==> config.mk <==
export PLATFORM = sky130hd
export DESIGN_NAME = sr_latch_flat
export DESIGN_NICKNAME = d
export VERILOG_FILES = /design/src/rtl/sr_latch_pkg.sv /design/src/rtl/sr_latch_if.sv /design/src/rtl/sr_latch_cell.sv /design/src/rtl/sr_latch.sv /design/src/flat_wrapper.sv
export SDC_FILE = /design/constraint.sdc
export NUM_CORES = 1
export LEC_CHECK = 0
export BUFFER_PORTS_ARGS = -buffer_cell sky130_fd_sc_hd__buf_2
export CAP_MARGIN = 20
export CORE_AREA = 2 2 39 41
export CTS_CLUSTER_SIZE = 40
export DETAILED_ROUTE_END_ITERATION = 6
export DIE_AREA = 0 0 41 43
export GPL_ROUTABILITY_DRIVEN = 1
export GPL_TIMING_DRIVEN = 0
export HOLD_SLACK_MARGIN = 0.12
export PLACE_DENSITY = 0.38
export REMOVE_ABC_BUFFERS = 1
export SYNTH_ARGS = -nofsm -noshare
export SYNTH_HDL_FRONTEND = slang
export SYNTH_SLANG_ARGS = --single-unit
==> constraint.sdc <==
create_clock -name clk -period 1.25 [get_ports clk]
set_input_delay 0.0625 -clock clk [delete_from_list [all_inputs] [get_ports clk]]
set_output_delay 0.0625 -clock clk [all_outputs]
set_load 0.01 [all_outputs]
==> src/rtl/sr_latch_pkg.sv <==
// sr_latch_pkg: command encoding and reset values shared by the latch bank
package sr_latch_pkg;
  typedef enum logic [1:0] {
    CMD_HOLD   = 2'b00,
    CMD_RESET  = 2'b01,
    CMD_SET    = 2'b10,
    CMD_FORBID = 2'b11
  } sr_cmd_t;
  localparam logic Q_RST  = 1'b0;
  localparam logic QB_RST = 1'b1;
endpackage

==> src/rtl/sr_latch_if.sv <==
// sr_latch_if: active-low set/reset inputs and latch outputs of a WIDTH-bit bank
interface sr_latch_if #(parameter int WIDTH = 1);
  logic [WIDTH-1:0] s0;
  logic [WIDTH-1:0] s1;
  logic [WIDTH-1:0] r0;
  logic [WIDTH-1:0] r1;
  logic [WIDTH-1:0] q;
  logic [WIDTH-1:0] q_bar;
  logic [WIDTH-1:0] illegal;
  logic [WIDTH-1:0] race_err;
  modport master (output s0, s1, r0, r1, input q, q_bar, illegal, race_err);
  modport slave (input s0, s1, r0, r1, output q, q_bar, illegal, race_err);
endinterface

==> src/rtl/sr_latch_cell.sv <==
// sr_latch_cell: one NAND-style SR latch bit with registered command and race tracking
module sr_latch_cell
  import sr_latch_pkg::*;
#(
  parameter bit RACE_RESOLVE = 1'b0
) (
  input  logic clk,
  input  logic rst_n,
  input  logic i_s0,
  input  logic i_s1,
  input  logic i_r0,
  input  logic i_r1,
  output logic o_q,
  output logic o_q_bar,
  output logic o_illegal,
  output logic o_race_err
);
  sr_cmd_t w_cmd;
  logic    w_race;
  logic    r_q;
  logic    r_q_bar;
  logic    r_forbid;
  logic    r_race;
  assign w_cmd  = sr_cmd_t'({~(i_s0 & i_s1), ~(i_r0 & i_r1)});
  // leaving FORBID straight into HOLD is the metastable race; resolve it deterministically
  assign w_race = r_forbid && (w_cmd == CMD_HOLD);
  always_ff @(posedge clk or negedge rst_n) begin
    if (!rst_n) begin
      r_q      <= Q_RST;
      r_q_bar  <= QB_RST;
      r_forbid <= 1'b0;
      r_race   <= 1'b0;
    end else begin
      r_q      <= w_race ? RACE_RESOLVE : (w_cmd == CMD_HOLD) ? r_q : (w_cmd != CMD_RESET);
      r_q_bar  <= w_race ? ~RACE_RESOLVE : (w_cmd == CMD_HOLD) ? r_q_bar : (w_cmd != CMD_SET);
      r_forbid <= (w_cmd == CMD_FORBID);
      r_race   <= r_race | w_race;
    end
  end
  assign o_q        = r_q;
  assign o_q_bar    = r_q_bar;
  assign o_illegal  = r_forbid;
  assign o_race_err = r_race;
endmodule

==> src/rtl/sr_latch.sv <==
// sr_latch: bank of WIDTH independent clocked NAND-style SR latch bits
module sr_latch
  import sr_latch_pkg::*;
#(
  parameter int WIDTH        = 1,
  parameter bit RACE_RESOLVE = 1'b0
) (
  input logic        clk,
  input logic        rst_n,
  sr_latch_if.slave  bus
);
  for (genvar i = 0; i < WIDTH; i++) begin : g_bit
    sr_latch_cell #(.RACE_RESOLVE(RACE_RESOLVE)) u_cell (
      .clk        (clk),
      .rst_n      (rst_n),
      .i_s0       (bus.s0[i]),
      .i_s1       (bus.s1[i]),
      .i_r0       (bus.r0[i]),
      .i_r1       (bus.r1[i]),
      .o_q        (bus.q[i]),
      .o_q_bar    (bus.q_bar[i]),
      .o_illegal  (bus.illegal[i]),
      .o_race_err (bus.race_err[i])
    );
  end
endmodule

==> src/flat_wrapper.sv <==
// flat-port wrapper written by rule: the top's interface ports become plain ports
module sr_latch_flat import sr_latch_pkg::*;
#(
  parameter int WIDTH        = 1,
  parameter bit RACE_RESOLVE = 1'b0
)
  (clk, rst_n, bus_s0, bus_s1, bus_r0, bus_r1, bus_q, bus_q_bar, bus_illegal, bus_race_err);
  sr_latch_if #(.WIDTH(WIDTH)) bus_i ();
  input logic clk;
  input logic rst_n;
  input wire logic [$bits(bus_i.s0)-1:0] bus_s0;
  input wire logic [$bits(bus_i.s1)-1:0] bus_s1;
  input wire logic [$bits(bus_i.r0)-1:0] bus_r0;
  input wire logic [$bits(bus_i.r1)-1:0] bus_r1;
  output wire logic [$bits(bus_i.q)-1:0] bus_q;
  output wire logic [$bits(bus_i.q_bar)-1:0] bus_q_bar;
  output wire logic [$bits(bus_i.illegal)-1:0] bus_illegal;
  output wire logic [$bits(bus_i.race_err)-1:0] bus_race_err;
  assign bus_i.s0 = bus_s0;
  assign bus_i.s1 = bus_s1;
  assign bus_i.r0 = bus_r0;
  assign bus_i.r1 = bus_r1;
  assign bus_q = bus_i.q;
  assign bus_q_bar = bus_i.q_bar;
  assign bus_illegal = bus_i.illegal;
  assign bus_race_err = bus_i.race_err;
  sr_latch #(.WIDTH(WIDTH), .RACE_RESOLVE(RACE_RESOLVE)) u_core (.clk(clk), .rst_n(rst_n), .bus(bus_i));
endmodule
==> impl_results.html <==
<table>
<tr><th>Metric</th><th>Value</th></tr>
<tr><th colspan="2">Finish</th></tr>
<tr><td>Antenna diode instance count</td><td>0</td></tr>
<tr><td>Final cell utilization of the core</td><td>21.1%</td></tr>
<tr><td>Layout overhead on the synthesized area</td><td>94.2%</td></tr>
<tr><td>Total number of nets in the final design</td><td>36</td></tr>
<tr><td>Layout cells sized above 1</td><td>48.3%</td></tr>
<tr><th colspan="2">Setup path</th></tr>
<tr><td>Reg-to-reg critical path endpoint</td><td>u_core.g_bit[0].u_cell.o_q_bar</td></tr>
<tr><td>Crit path launch</td><td>bus_r0</td></tr>
<tr><td>Total number of cells along the worst setup path</td><td>4</td></tr>
<tr><td>CP max FO</td><td>3</td></tr>
<tr><td>Top Family by Delay on Critical Path</td><td>buffers and inverters</td></tr>
<tr><td>Nature of the critical path startpoint</td><td>input port</td></tr>
<tr><td>Crit path arrival time</td><td>1.11 ns</td></tr>
<tr><td>Req. time, crit path</td><td>1.36 ns</td></tr>
<tr><td>Logic depth of the worst register-to-register path</td><td>2</td></tr>
<tr><td>Reg-to-reg critical path startpoint</td><td>u_core.g_bit[0].u_cell.o_illegal</td></tr>
<tr><td>Flop2flop setup slack</td><td>0.51 ns</td></tr>
<tr><td>Capture point of the worst path</td><td>u_core.g_bit[0].u_cell.o_race_err</td></tr>
<tr><td>Buf/Inv on CP</td><td>2</td></tr>
<tr><td>Delay of the slowest cell on the worst path</td><td>0.53 ns</td></tr>
<tr><td>Cell type of the slowest stage on the worst timing path</td><td>sky130_fd_sc_hd__dlygate4sd3_1</td></tr>
<tr><td>Crit end category</td><td>flip-flop</td></tr>
<tr><td>WS Path Type</td><td>in -&gt; reg</td></tr>
<tr><td>Critical path, cell by cell</td><td>dlygate4sd3_1 -&gt; buf_2 -&gt; and2_4 -&gt; a41o_1</td></tr>
<tr><th colspan="2">CTS</th></tr>
<tr><td>Root buffer cell</td><td>sky130_fd_sc_hd__clkbuf_4</td></tr>
<tr><td>Buffer depth of the longest clock path</td><td>2</td></tr>
<tr><td>Worst-path clk slew</td><td>0.04 ns</td></tr>
<tr><td>H-tree depth</td><td>1</td></tr>
<tr><td>Clock Sink Count</td><td>4</td></tr>
<tr><td>CTS-repair resized insts</td><td>0</td></tr>
<tr><td>TritonCTS clock tree</td><td>built</td></tr>
<tr><td>Number of buffers added by the clock tree synthesis step</td><td>3</td></tr>
<tr><td>Source-to-sink clock delay at the later pin of the worst-skew pair</td><td>0.24 ns</td></tr>
<tr><th colspan="2">Global routing</th></tr>
<tr><td>Total track usage</td><td>5.55%</td></tr>
<tr><td>Initial antenna violation count</td><td>0</td></tr>
<tr><td>Largest net degree at the start of global routing</td><td>5</td></tr>
<tr><td>Number of global-route vias before repair</td><td>157</td></tr>
<tr><td>First-pass GRT wire length</td><td>565 um</td></tr>
<tr><td>Total gr overflow</td><td>0</td></tr>
<tr><th colspan="2">STA</th></tr>
<tr><td>Endpoints failing setup</td><td>0</td></tr>
<tr><td>Transition time at the pin with the least slew margin</td><td>0.154 ns</td></tr>
<tr><td>Total negative slack for setup checks</td><td>0 ns</td></tr>
<tr><td>RSZ-0062 raised after global routing</td><td>no</td></tr>
<tr><td>Fin crit share</td><td>79.5%</td></tr>
<tr><td>Number of endpoints with negative hold slack in the final report</td><td>0</td></tr>
<tr><td>Max-slew headroom</td><td>89.7%</td></tr>
<tr><td>Largest clock skew in the final design</td><td>0.00518 ns</td></tr>
<tr><td>Shortest clock period the worst path allows after layout</td><td>0.994 ns</td></tr>
<tr><td>Pins Over Slew Limit</td><td>0</td></tr>
<tr><td>Highest attainable clock frequency</td><td>1.01 GHz</td></tr>
<tr><th colspan="2">Placed design</th></tr>
<tr><td>Buffers added on ports</td><td>9</td></tr>
<tr><td>Weighted congestion at the end of routability-driven global placement</td><td>0.546</td></tr>
<tr><th colspan="2">Synthesis</th></tr>
<tr><td>Number of synthesized register bits</td><td>4</td></tr>
<tr><td>Leading cell types by total area after synthesis</td><td>sky130_fd_sc_hd__dfrtp_1 50%, sky130_fd_sc_hd__dfstp_2 18%, sky130_fd_sc_hd__a41o_1 6.7%</td></tr>
<tr><td>Largest area contributor in the netlist</td><td>sky130_fd_sc_hd__dfrtp_1</td></tr>
<tr><td>Mean Syn Cell Area</td><td>13.6 um^2</td></tr>
<tr><td>Part of the Yosys area used for sequential elements</td><td>67.5%</td></tr>
<tr><td>Synth top area share</td><td>50.0%</td></tr>
<tr><td>Syn Inst Count</td><td>11</td></tr>
<tr><td>Number of synthesis warnings</td><td>0</td></tr>
<tr><td>Synth Cell Area</td><td>150 um^2</td></tr>
<tr><td>Number of library cell types mapped by synthesis</td><td>9</td></tr>
<tr><th colspan="2">Drt</th></tr>
<tr><td>Wire per inst</td><td>9.02 um</td></tr>
<tr><td>Met1 routed wirelength after detailed routing</td><td>170 um</td></tr>
<tr><td>Drt total wl</td><td>406 um</td></tr>
<tr><td>Top routing layer in use</td><td>met3</td></tr>
<tr><td>Met3 routed WL</td><td>62 um</td></tr>
<tr><td>Initial DRC count</td><td>0</td></tr>
<tr><td>First-pass detailed-route iteration total</td><td>1</td></tr>
<tr><td>Routed met2 length</td><td>173 um</td></tr>
<tr><td>Via total after detailed routing</td><td>159</td></tr>
<tr><td>Antenna Nets Post-Route</td><td>0</td></tr>
<tr><td>Via/cell ratio</td><td>3.53</td></tr>
<tr><td>Post-route DRC violation count</td><td>0</td></tr>
<tr><th colspan="2">Min path</th></tr>
<tr><td>Type of the most critical hold path</td><td>in -&gt; async</td></tr>
<tr><th colspan="2">Pwr</th></tr>
<tr><td>Leakage power</td><td>0.125 nW</td></tr>
<tr><td>Worst voltage drop across the vdd grid</td><td>0.000251 V</td></tr>
<tr><td>Pwr/cell area</td><td>1310 mW/mm^2</td></tr>
<tr><th colspan="2">Floorplanning</th></tr>
<tr><td>Die extent in x</td><td>41 um</td></tr>
<tr><td>Die area</td><td>0.00176 mm^2</td></tr>
<tr><td>Area of the placeable core</td><td>0.00138 mm^2</td></tr>
<tr><td>Number of placement rows</td><td>14</td></tr>
<tr><td>DIE HEIGHT</td><td>43 um</td></tr>
<tr><td>Number of top-level pins</td><td>10</td></tr>
<tr><td>Starting density of the core</td><td>10.8%</td></tr>
<tr><th colspan="2">Run status</th></tr>
<tr><td>Run status</td><td>completed</td></tr>
<tr><th colspan="2">Run</th></tr>
<tr><td>Number of maximum-capacitance violations</td><td>0</td></tr>
</table>
[where the power goes]
part	leakage, nW	internal (W)	total (W)	switching [W]
sequential	0.0418	0.000143	0.000150	0.00000702
clock	0.0150	0.000120	0.000175	0.0000553
combinational	0.0685	0.0000327	0.0000575	0.0000249
total	0.125	0.000296	0.000383	0.0000871
[how the worst min path moves through the flow]
stage / from / to / slack (ns) / cells past startpoint
after CTS: rst_n / u_core.g_bit[0].u_cell.o_illegal / 0.15 / 2
final: rst_n / u_core.g_bit[0].u_cell.o_illegal / 0.16 / 2
after detailed placement: rst_n / u_core.g_bit[0].u_cell.o_race_err / -0.13 / 1
after floorplan: rst_n / u_core.g_bit[0].u_cell.o_illegal / -0.23 / 0
after global routing: rst_n / u_core.g_bit[0].u_cell.o_illegal / 0.17 / 2
after global placement: rst_n / u_core.g_bit[0].u_cell.o_q / -0.13 / 1
[metal layers]
layer	up-vias	track usage [%]
met3	0	4.71
met2	10	7.19
met4	0	6.00
li1	78	-
met5	-	0
met1	71	4.58
[layout by cell type, fill, tap and decap left out]
master,n
sky130_fd_sc_hd__dfrtp_1,3
sky130_fd_sc_hd__nand2_1,1
sky130_fd_sc_hd__buf_2,9
sky130_fd_sc_hd__a41o_1,1
sky130_fd_sc_hd__dlygate4sd3_1,5
sky130_fd_sc_hd__a21oi_1,1
sky130_fd_sc_hd__nand4b_1,1
sky130_fd_sc_hd__clkbuf_4,3
sky130_fd_sc_hd__o211ai_1,1
sky130_fd_sc_hd__nand3_1,1
sky130_fd_sc_hd__and2_4,1
sky130_fd_sc_hd__clkbuf_1,1
sky130_fd_sc_hd__dfstp_2,1
[cell usage after synthesis]
master and n:
sky130_fd_sc_hd__nand3_1 1, sky130_fd_sc_hd__a21oi_1 1, sky130_fd_sc_hd__dfrtp_1 3, sky130_fd_sc_hd__nand4b_1 1, sky130_fd_sc_hd__a41o_1 1, sky130_fd_sc_hd__and2_4 1
sky130_fd_sc_hd__dfstp_2 1, sky130_fd_sc_hd__nand2_1 1, sky130_fd_sc_hd__o211ai_1 1
[timing repair]
action / CTS / global route
setup endpoints to repair: 0 / 0
hold buffers: 5 / 0
hold endpoints to repair: 7 / 0
buffers inserted: 0 / 0
[logic make-up (layout without fill, tap and decap cells)]
group / count (synthesis) / in the layout / share of synthesized area (%)
AOI/OAI and AO/OA: 3 / 3 / 15.0
DFF: 4 / 4 / 67.5
buffers and inverters: 0 / 18 / 0
and+or+nand+nor: 4 / 4 / 17.5
[registers in the layout, indices dropped and copies added, names as in the netlist]
register                        count
u_core.g_bit.u_cell.o_q_bar         1
u_core.g_bit.u_cell.o_q             1
u_core.g_bit.u_cell.o_race_err      1
u_core.g_bit.u_cell.o_illegal       1
[layout make-up]
| class | instances | area [um^2] |
|---|---|---|
| Sequential cell | 4 | 101 |
| Tap cell | 16 | 20.0 |
| Timing Repair Buffer | 14 | 95.1 |
| Fill cell | 144 | 1090 |
| Clock buffer | 4 | 26.3 |
| Multi-Input combinational cell | 7 | 48.8 |
[metrics by stage]
step / instances / hold slack (ns) / cell area, um^2 / power, W / worst slack [ns]
after floorplan: 11 / -0.233 / 150 / 0.000169 / 0.514
after global placement: 36 / -0.130 / 215 / 0.000196 / 0.533
after detailed placement: 36 / -0.131 / 215 / 0.000197 / 0.525
after CTS: 45 / 0.151 / 292 / 0.000394 / 0.275
after global routing: 45 / 0.167 / 292 / 0.000410 / 0.224
final: 45 / 0.157 / 292 / 0.000383 / 0.256
(Power assumes the default switching activity.)
